--- src/rtl/z80_uart_rxbuf_if.sv ---
// Z80 slave-bus signals for the UART receive buffer: chip select, strobes and
// write data from the CPU side, read data and the active-low wait back to it.
interface z80_uart_rxbuf_if;
    logic       ena;
    logic       addr;
    logic       rdn;
    logic       wrn;
    logic [7:0] dmaster;
    logic [7:0] dslave;
    logic       mwait;

    modport master (output ena, addr, rdn, wrn, dmaster, input dslave, mwait);
    modport slave  (input ena, addr, rdn, wrn, dmaster, output dslave, mwait);
endinterface

--- src/rtl/z80_uart_rxbuf.sv ---
// Receive FIFO between uart_rx and the Z80 bus: DATA/STATUS-CTRL register pair,
// mwait stall on empty DATA reads, sticky overrun and a registered interrupt.
module z80_uart_rxbuf #(
    parameter int DEPTH = 16
) (
    input  logic              clk,
    input  logic              rst_n,
    z80_uart_rxbuf_if.slave   bus,
    input  logic              rx_dv,
    input  logic [7:0]        rx_byte,
    output logic              irq_n
);
    localparam int AW = $clog2(DEPTH);
    localparam logic [AW:0] FULL_COUNT = (AW+1)'(DEPTH);

    logic [7:0]    fifo_mem [DEPTH];
    logic [AW-1:0] rd_ptr_q, rd_ptr_d;
    logic [AW-1:0] wr_ptr_q, wr_ptr_d;
    logic [AW:0]   count_q, count_d;
    logic          overrun_q, overrun_d;
    logic          ie_q, ie_d;
    logic          served_q, served_d;
    logic [7:0]    dslave_q, dslave_d;
    logic          irq_n_q, irq_n_d;

    logic access, new_access, bus_idle;
    logic rd_data, rd_stat, wr_ctrl, wr_data;
    logic empty, full;
    logic pop, push, overrun_evt, stat_rd, ctrl_wr, data_wr, complete;
    logic unused_dmaster;

    assign access     = bus.ena & (~bus.rdn | ~bus.wrn);
    assign new_access = access & ~served_q;
    assign bus_idle   = ~bus.ena | (bus.rdn & bus.wrn);
    assign rd_data    = bus.ena & ~bus.rdn & ~bus.addr;
    assign rd_stat    = bus.ena & ~bus.rdn & bus.addr;
    assign wr_ctrl    = bus.ena & ~bus.wrn & bus.addr;
    assign wr_data    = bus.ena & ~bus.wrn & ~bus.addr;

    assign empty = (count_q == '0);
    assign full  = (count_q == FULL_COUNT);

    // Pops only see bytes already counted, so a push is visible one cycle later.
    assign pop         = rd_data & ~served_q & ~empty;
    assign stat_rd     = rd_stat & ~served_q;
    assign ctrl_wr     = wr_ctrl & ~served_q;
    assign data_wr     = wr_data & ~served_q;
    assign push        = rx_dv & (~full | pop);
    assign overrun_evt = rx_dv & full & ~pop;
    assign complete    = pop | stat_rd | ctrl_wr | data_wr;

    assign unused_dmaster = ^{bus.dmaster[7:4], bus.dmaster[1:0]};

    always_comb begin
        rd_ptr_d  = rd_ptr_q;
        wr_ptr_d  = wr_ptr_q;
        count_d   = count_q;
        overrun_d = overrun_q;
        ie_d      = ie_q;
        served_d  = served_q;
        dslave_d  = dslave_q;

        if (push) begin
            wr_ptr_d = wr_ptr_q + AW'(1);
        end

        if (pop) begin
            rd_ptr_d = rd_ptr_q + AW'(1);
            dslave_d = fifo_mem[rd_ptr_q];
        end else if (stat_rd) begin
            dslave_d = {4'b0000, ie_q, overrun_q, full, ~empty};
        end

        case ({push, pop})
            2'b10:   count_d = count_q + (AW+1)'(1);
            2'b01:   count_d = count_q - (AW+1)'(1);
            default: count_d = count_q;
        endcase

        // A drop in the same cycle as a clear leaves overrun set.
        if (ctrl_wr) begin
            ie_d = bus.dmaster[3];
            if (bus.dmaster[2]) begin
                overrun_d = 1'b0;
            end
        end
        if (overrun_evt) begin
            overrun_d = 1'b1;
        end

        if (bus_idle) begin
            served_d = 1'b0;
        end else if (complete) begin
            served_d = 1'b1;
        end

        irq_n_d = ~(ie_q & (~empty | overrun_q));
    end

    always_ff @(posedge clk or negedge rst_n) begin
        if (!rst_n) begin
            rd_ptr_q  <= '0;
            wr_ptr_q  <= '0;
            count_q   <= '0;
            overrun_q <= 1'b0;
            ie_q      <= 1'b0;
            served_q  <= 1'b0;
            dslave_q  <= 8'h00;
            irq_n_q   <= 1'b1;
        end else begin
            rd_ptr_q  <= rd_ptr_d;
            wr_ptr_q  <= wr_ptr_d;
            count_q   <= count_d;
            overrun_q <= overrun_d;
            ie_q      <= ie_d;
            served_q  <= served_d;
            dslave_q  <= dslave_d;
            irq_n_q   <= irq_n_d;
        end
    end

    always_ff @(posedge clk) begin
        if (push) begin
            fifo_mem[wr_ptr_q] <= rx_byte;
        end
    end

    assign bus.dslave = dslave_q;
    assign bus.mwait  = ~rst_n | ~new_access;
    assign irq_n      = irq_n_q;
endmodule

--- src/flat_wrapper.sv ---
// flat-port wrapper written by rule: the top's interface ports become plain ports
module z80_uart_rxbuf_flat 
#(
    parameter int DEPTH = 16
)
  (clk, rst_n, rx_dv, rx_byte, irq_n, bus_ena, bus_addr, bus_rdn, bus_wrn, bus_dmaster, bus_dslave, bus_mwait);
  z80_uart_rxbuf_if bus_i ();
  input  logic clk;
  input  logic rst_n;
  input  logic rx_dv;
  input  logic [7:0] rx_byte;
  output logic irq_n;
  input wire logic [$bits(bus_i.ena)-1:0] bus_ena;
  input wire logic [$bits(bus_i.addr)-1:0] bus_addr;
  input wire logic [$bits(bus_i.rdn)-1:0] bus_rdn;
  input wire logic [$bits(bus_i.wrn)-1:0] bus_wrn;
  input wire logic [$bits(bus_i.dmaster)-1:0] bus_dmaster;
  output wire logic [$bits(bus_i.dslave)-1:0] bus_dslave;
  output wire logic [$bits(bus_i.mwait)-1:0] bus_mwait;
  assign bus_i.ena = bus_ena;
  assign bus_i.addr = bus_addr;
  assign bus_i.rdn = bus_rdn;
  assign bus_i.wrn = bus_wrn;
  assign bus_i.dmaster = bus_dmaster;
  assign bus_dslave = bus_i.dslave;
  assign bus_mwait = bus_i.mwait;
  z80_uart_rxbuf #(.DEPTH(DEPTH)) u_core (.clk(clk), .rst_n(rst_n), .bus(bus_i), .rx_dv(rx_dv), .rx_byte(rx_byte), .irq_n(irq_n));
endmodule
--- config.mk ---
export PLATFORM = sky130hd
export DESIGN_NAME = z80_uart_rxbuf_flat
export DESIGN_NICKNAME = d
export VERILOG_FILES = /design/src/rtl/z80_uart_rxbuf_if.sv /design/src/rtl/z80_uart_rxbuf.sv /design/src/flat_wrapper.sv
export SDC_FILE = /design/constraint.sdc
export NUM_CORES = 1
export LEC_CHECK = 0
export ABC_CLOCK_PERIOD_IN_PS = 2600
export CAP_MARGIN = 20
export CORE_MARGIN = 4
export CORE_UTILIZATION = 54
export DETAILED_ROUTE_END_ITERATION = 12
export PLACE_DENSITY = 0.74
export RECOVER_POWER = 50
export SYNTH_ARGS = -nofsm -noshare
export SYNTH_HDL_FRONTEND = slang
export SYNTH_SLANG_ARGS = --single-unit
--- constraint.sdc ---
create_clock -name clk -period 2.6 [get_ports clk]
set_input_delay 0.39 -clock clk [delete_from_list [all_inputs] [get_ports clk]]
set_output_delay 0.39 -clock clk [all_outputs]
set_load 0.03 [all_outputs]
==> out/results.txt <==
In this run the power spent charging and discharging nets is 2431 uW. The final count of hold timing violations is 0, and the clock transition at the register clock pins on the worst setup and hold paths after CTS is 0.06 ns. Entering global routing, the biggest net connects 30 pins. On the critical path the largest part of the delay comes from compound AO/OA/AOI/OAI gates. In this run the deepest clock path goes through 2 buffers. The clock net in this run drives a total of 153 sinks. In this run the remaining antenna-violating nets after routing total 0. Counting cells, the worst reg-to-reg path comes to 8. The share of synthesized area in the top cell type comes to 59.72%. After legalization and detailed placement, the total HPWL measured 8.841 mm.

The height of the die is 117.2 um. Once layout is done, the placed cells without fillers occupy 7828 um^2. The largest individual stage delay along the critical path comes from the cell or4b_1.

The critical path startpoint was u_core.served_q. The initial cell density of the core is 55.65%, and the number of flops mapped to enable cells by yosys is 128. Net switching is 29.85% of the power. The maximum level of the CTS H-tree was 4; the global route total overflow was 0. The tools report the post-synthesis instance area as 6436 um^2.

The number of buffer and inverter stages on the critical path is 1, and the DRC violation count after routing is 0. The utilization of the core after routing was 67.68%. The congestion estimate from routability-driven global placement came to 0.8066. The global-route wire length before repair was 21.17 mm; the stage delay of the slowest cell on the critical path was 0.61 ns. The number of warnings issued by yosys came out at 0.

The instance area after placement was 7216 um^2; the async set-reset flop share out of synthesis was 16.34%. The synthesized netlist contains 56 unique library cells. The clock period could shrink to 2.510 ns. The number of vias per cell works out to 6.048. The count of input and output buffers was 26; the cell leakage power was 0.002700 uW. The number of synthesized register bits is 153. Across the VDD grid, the largest voltage drop is 0.6705 mV. The total setup violations reported at the end of the flow is 0, and the signed area change from the synthesized netlist to the final layout is 21.62%. The class of the most critical hold timing path is register to register. The average instance in the mapped netlist occupies 18.08 um^2. Data arrives at the worst endpoint at 2.81 ns. Per report_power, the combinational group accounts for 28.3% of the total. Synthesis handed over a netlist of 356 instances. The share of the Yosys chip area taken by registers is 69.46%. The worst hold path stage count is 1. The fraction of layout cells with a size suffix above 1 works out to 28.80%. For the relative contribution of the clock network to total power, the log shows 30.7%. For the max-slew violation total from the final report, the log shows 0. The slew at the pin closest to its max-slew limit came out at 1.470 ns. Cell internal power was estimated by the tool at 5712 uW. The area of the die is 13,730 um^2, and the global-route usage over all layers is 21.95%.

The final setup skew is 0.01187 ns. The endpoint type of the worst setup path was a register. The worst setup path is launched from a register. Data on the critical path is required at its endpoint by 2.90 ns. In this run the worst path has a maximum fanout of 3. In the post-synthesis netlist, the biggest area contributors are edfxtp_1, mux4_2, dfrtp_1. For the clock insertion delay at the later pin of the skew report, the log shows 0.43 ns. Counting every net in the synthesized netlist gives 386. Pin placement for this block handled 33 I/O pins.

The critical path crosses 8 cells after its start point. The count of maximum capacitance violations is 0. For flop-to-flop paths, the worst setup slack is 0.09 ns. At the end of the flow, the number of nets in the layout was 458. The logs give 13.53 mm for the final wirelength and 2.005% for the worst slew slack as a fraction of its limit. Power spread over the standard cell area amounts to 1040 nW/um^2.

Walking the worst path, the cells encountered are or4b_1, a211oi_4, buf_4, ha_1, a31oi_2, nor3_1, a311oi_1, o21ai_0. The initial antenna violation count came out at 0. The tools report the clock tree root buffer cell as clkbuf_16. In this run the critical register-to-register path is launched from u_core.served_q.

The beginning of the worst hold path is u_core.overrun_q. For this run, the leading register cell type out of synthesis is edfxtp_1. In the finished design, the share of the clock period the worst path needs comes to 96.54%. The logs give 40.9% for the sequential power share and 11,560 um^2 for the core area.

The die is 117.2 um wide. TritonCTS built the clock tree. The floorplan has 39 rows. Across all layers, the routed design uses 3,532 vias.

For this block, the initial DRC count from the detailed router was 319. The fmax was 398.4 MHz; the filler cell count in the final layout was 753. Sorting the synthesized cells by how often they occur yields edfxtp_1, mux4_2, dfrtp_1, mux2i_1, buf_2. The critical path is of the register to register type. The mean routed wirelength per cell is 23.16 um. The repair_antennas step left the layout with diodes totalling 0.

Buffers inserted during clock tree synthesis total 17. In the post-synthesis netlist, the cell with the most instances is edfxtp_1. The flow ran to the end, and the final reports show no timing, DRC or antenna violations. Via count of the first global-routing pass: 3,749. The synthesized design spends more area on one cell type than any other, namely edfxtp_1. Length of the first detailed-routing pass in iterations: 5.
## flip-flops by register name, summed over array words and instances (netlist names)
signal / flops
u_core.fifo_mem: 128
u_core.bus.dslave: 8
u_core.count_q: 5
u_core.rd_ptr_q: 4
u_core.wr_ptr_q: 4
u_core.ie_q: 1
u_core.irq_n: 1
u_core.overrun_q: 1
u_core.served_q: 1
## per-layer routing
layer	global-route usage (%)	vias up	routed length [um]
met3	6.067	20	875
met1	27.80	1805	5299
met4	7.339	0	199
li1	-	1580	-
met2	36.88	127	7153
met5	0	-	0
## power groups by stage
stage                     combinational [uW]  sequential [uW]  clock [uW]
final                                   2310             3330        2500
after global routing                    2510             3370        2660
after CTS                               2330             3330        2530
after detailed placement                2300             3370           0
after global placement                  2260             3350           0
after floorplan                         1530             3330           0
## layout by cell type (no fill, tap or decap), types with 7 or more instances in the layout
cell type	netlist	layout
mux4_2	30	30
buf_12	0	7
nor2_1	7	7
ha_1	7	7
dfrtp_1	24	24
edfxtp_1	128	128
nand2_1	10	10
clkbuf_16	0	17
o21ai_0	7	7
xnor2_1	8	8
dlygate4sd3_1	0	9
and2_1	10	10
clkdlybuf4s50_1	0	16
buf_4	1	38
mux2i_1	18	18
inv_1	9	9
## cells by family (layout without fill, tap and decap cells)
logic type	count (synthesis)	count (layout)	share of synthesized area, %
xor+xnor	9	9	1.225
compound gates	43	43	5.443
flops	153	153	69.46
simple gates	64	64	6.279
fa+ha+maj	7	7	1.361
buf+inv	29	114	2.313
mux	51	51	13.92
## cell type report
| type | count | area (um^2) | area share [%] |
|---|---|---|---|
| clock buffers | 19 | 442.9 | 5.659 |
| multi-input cells | 174 | 1848 | 23.61 |
| clock inverters | 13 | 166.4 | 2.126 |
| inverters | 9 | 33.78 | 0.4316 |
| flip-flops and latches | 153 | 4471 | 57.11 |
| well taps | 143 | 178.9 | 2.286 |
| repair buffers | 73 | 686.9 | 8.776 |
## worst paths after layout
path / endpoint
worst max register to register: u_core.count_q[4]
worst min register to register: u_core.irq_n
max in group asynchronous: u_core.bus.dslave[5]
worst min-delay path: u_core.irq_n
worst max-delay path: u_core.count_q[4]
min in group asynchronous: u_core.bus.dslave[1]
## metrics by stage
| step | std cells | setup WS, ns | hold WS [ns] | TNS [ns] | total power [uW] |
|---|---|---|---|---|---|
| floorplan | 356 | 0.08251 | 0.09441 | 0 | 4865 |
| global placement | 551 | -0.2598 | 0.4378 | -6.107 | 5612 |
| detailed placement | 551 | -0.3472 | 0.4445 | -6.971 | 5673 |
| CTS | 583 | 0.01519 | 0.3900 | 0 | 8198 |
| global route | 584 | -0.007845 | 0.4803 | -0.009529 | 8544 |
| finish | 584 | 0.08996 | 0.4614 | 0 | 8143 |
## repair_timing
action / in CTS / in global routing
endpoints found under the setup margin: 0 / 2
hold buffers: 0 / 0
setup buffers: 0 / 1
resized for setup: 0 / 1
Power figures use the tool's default switching activity.
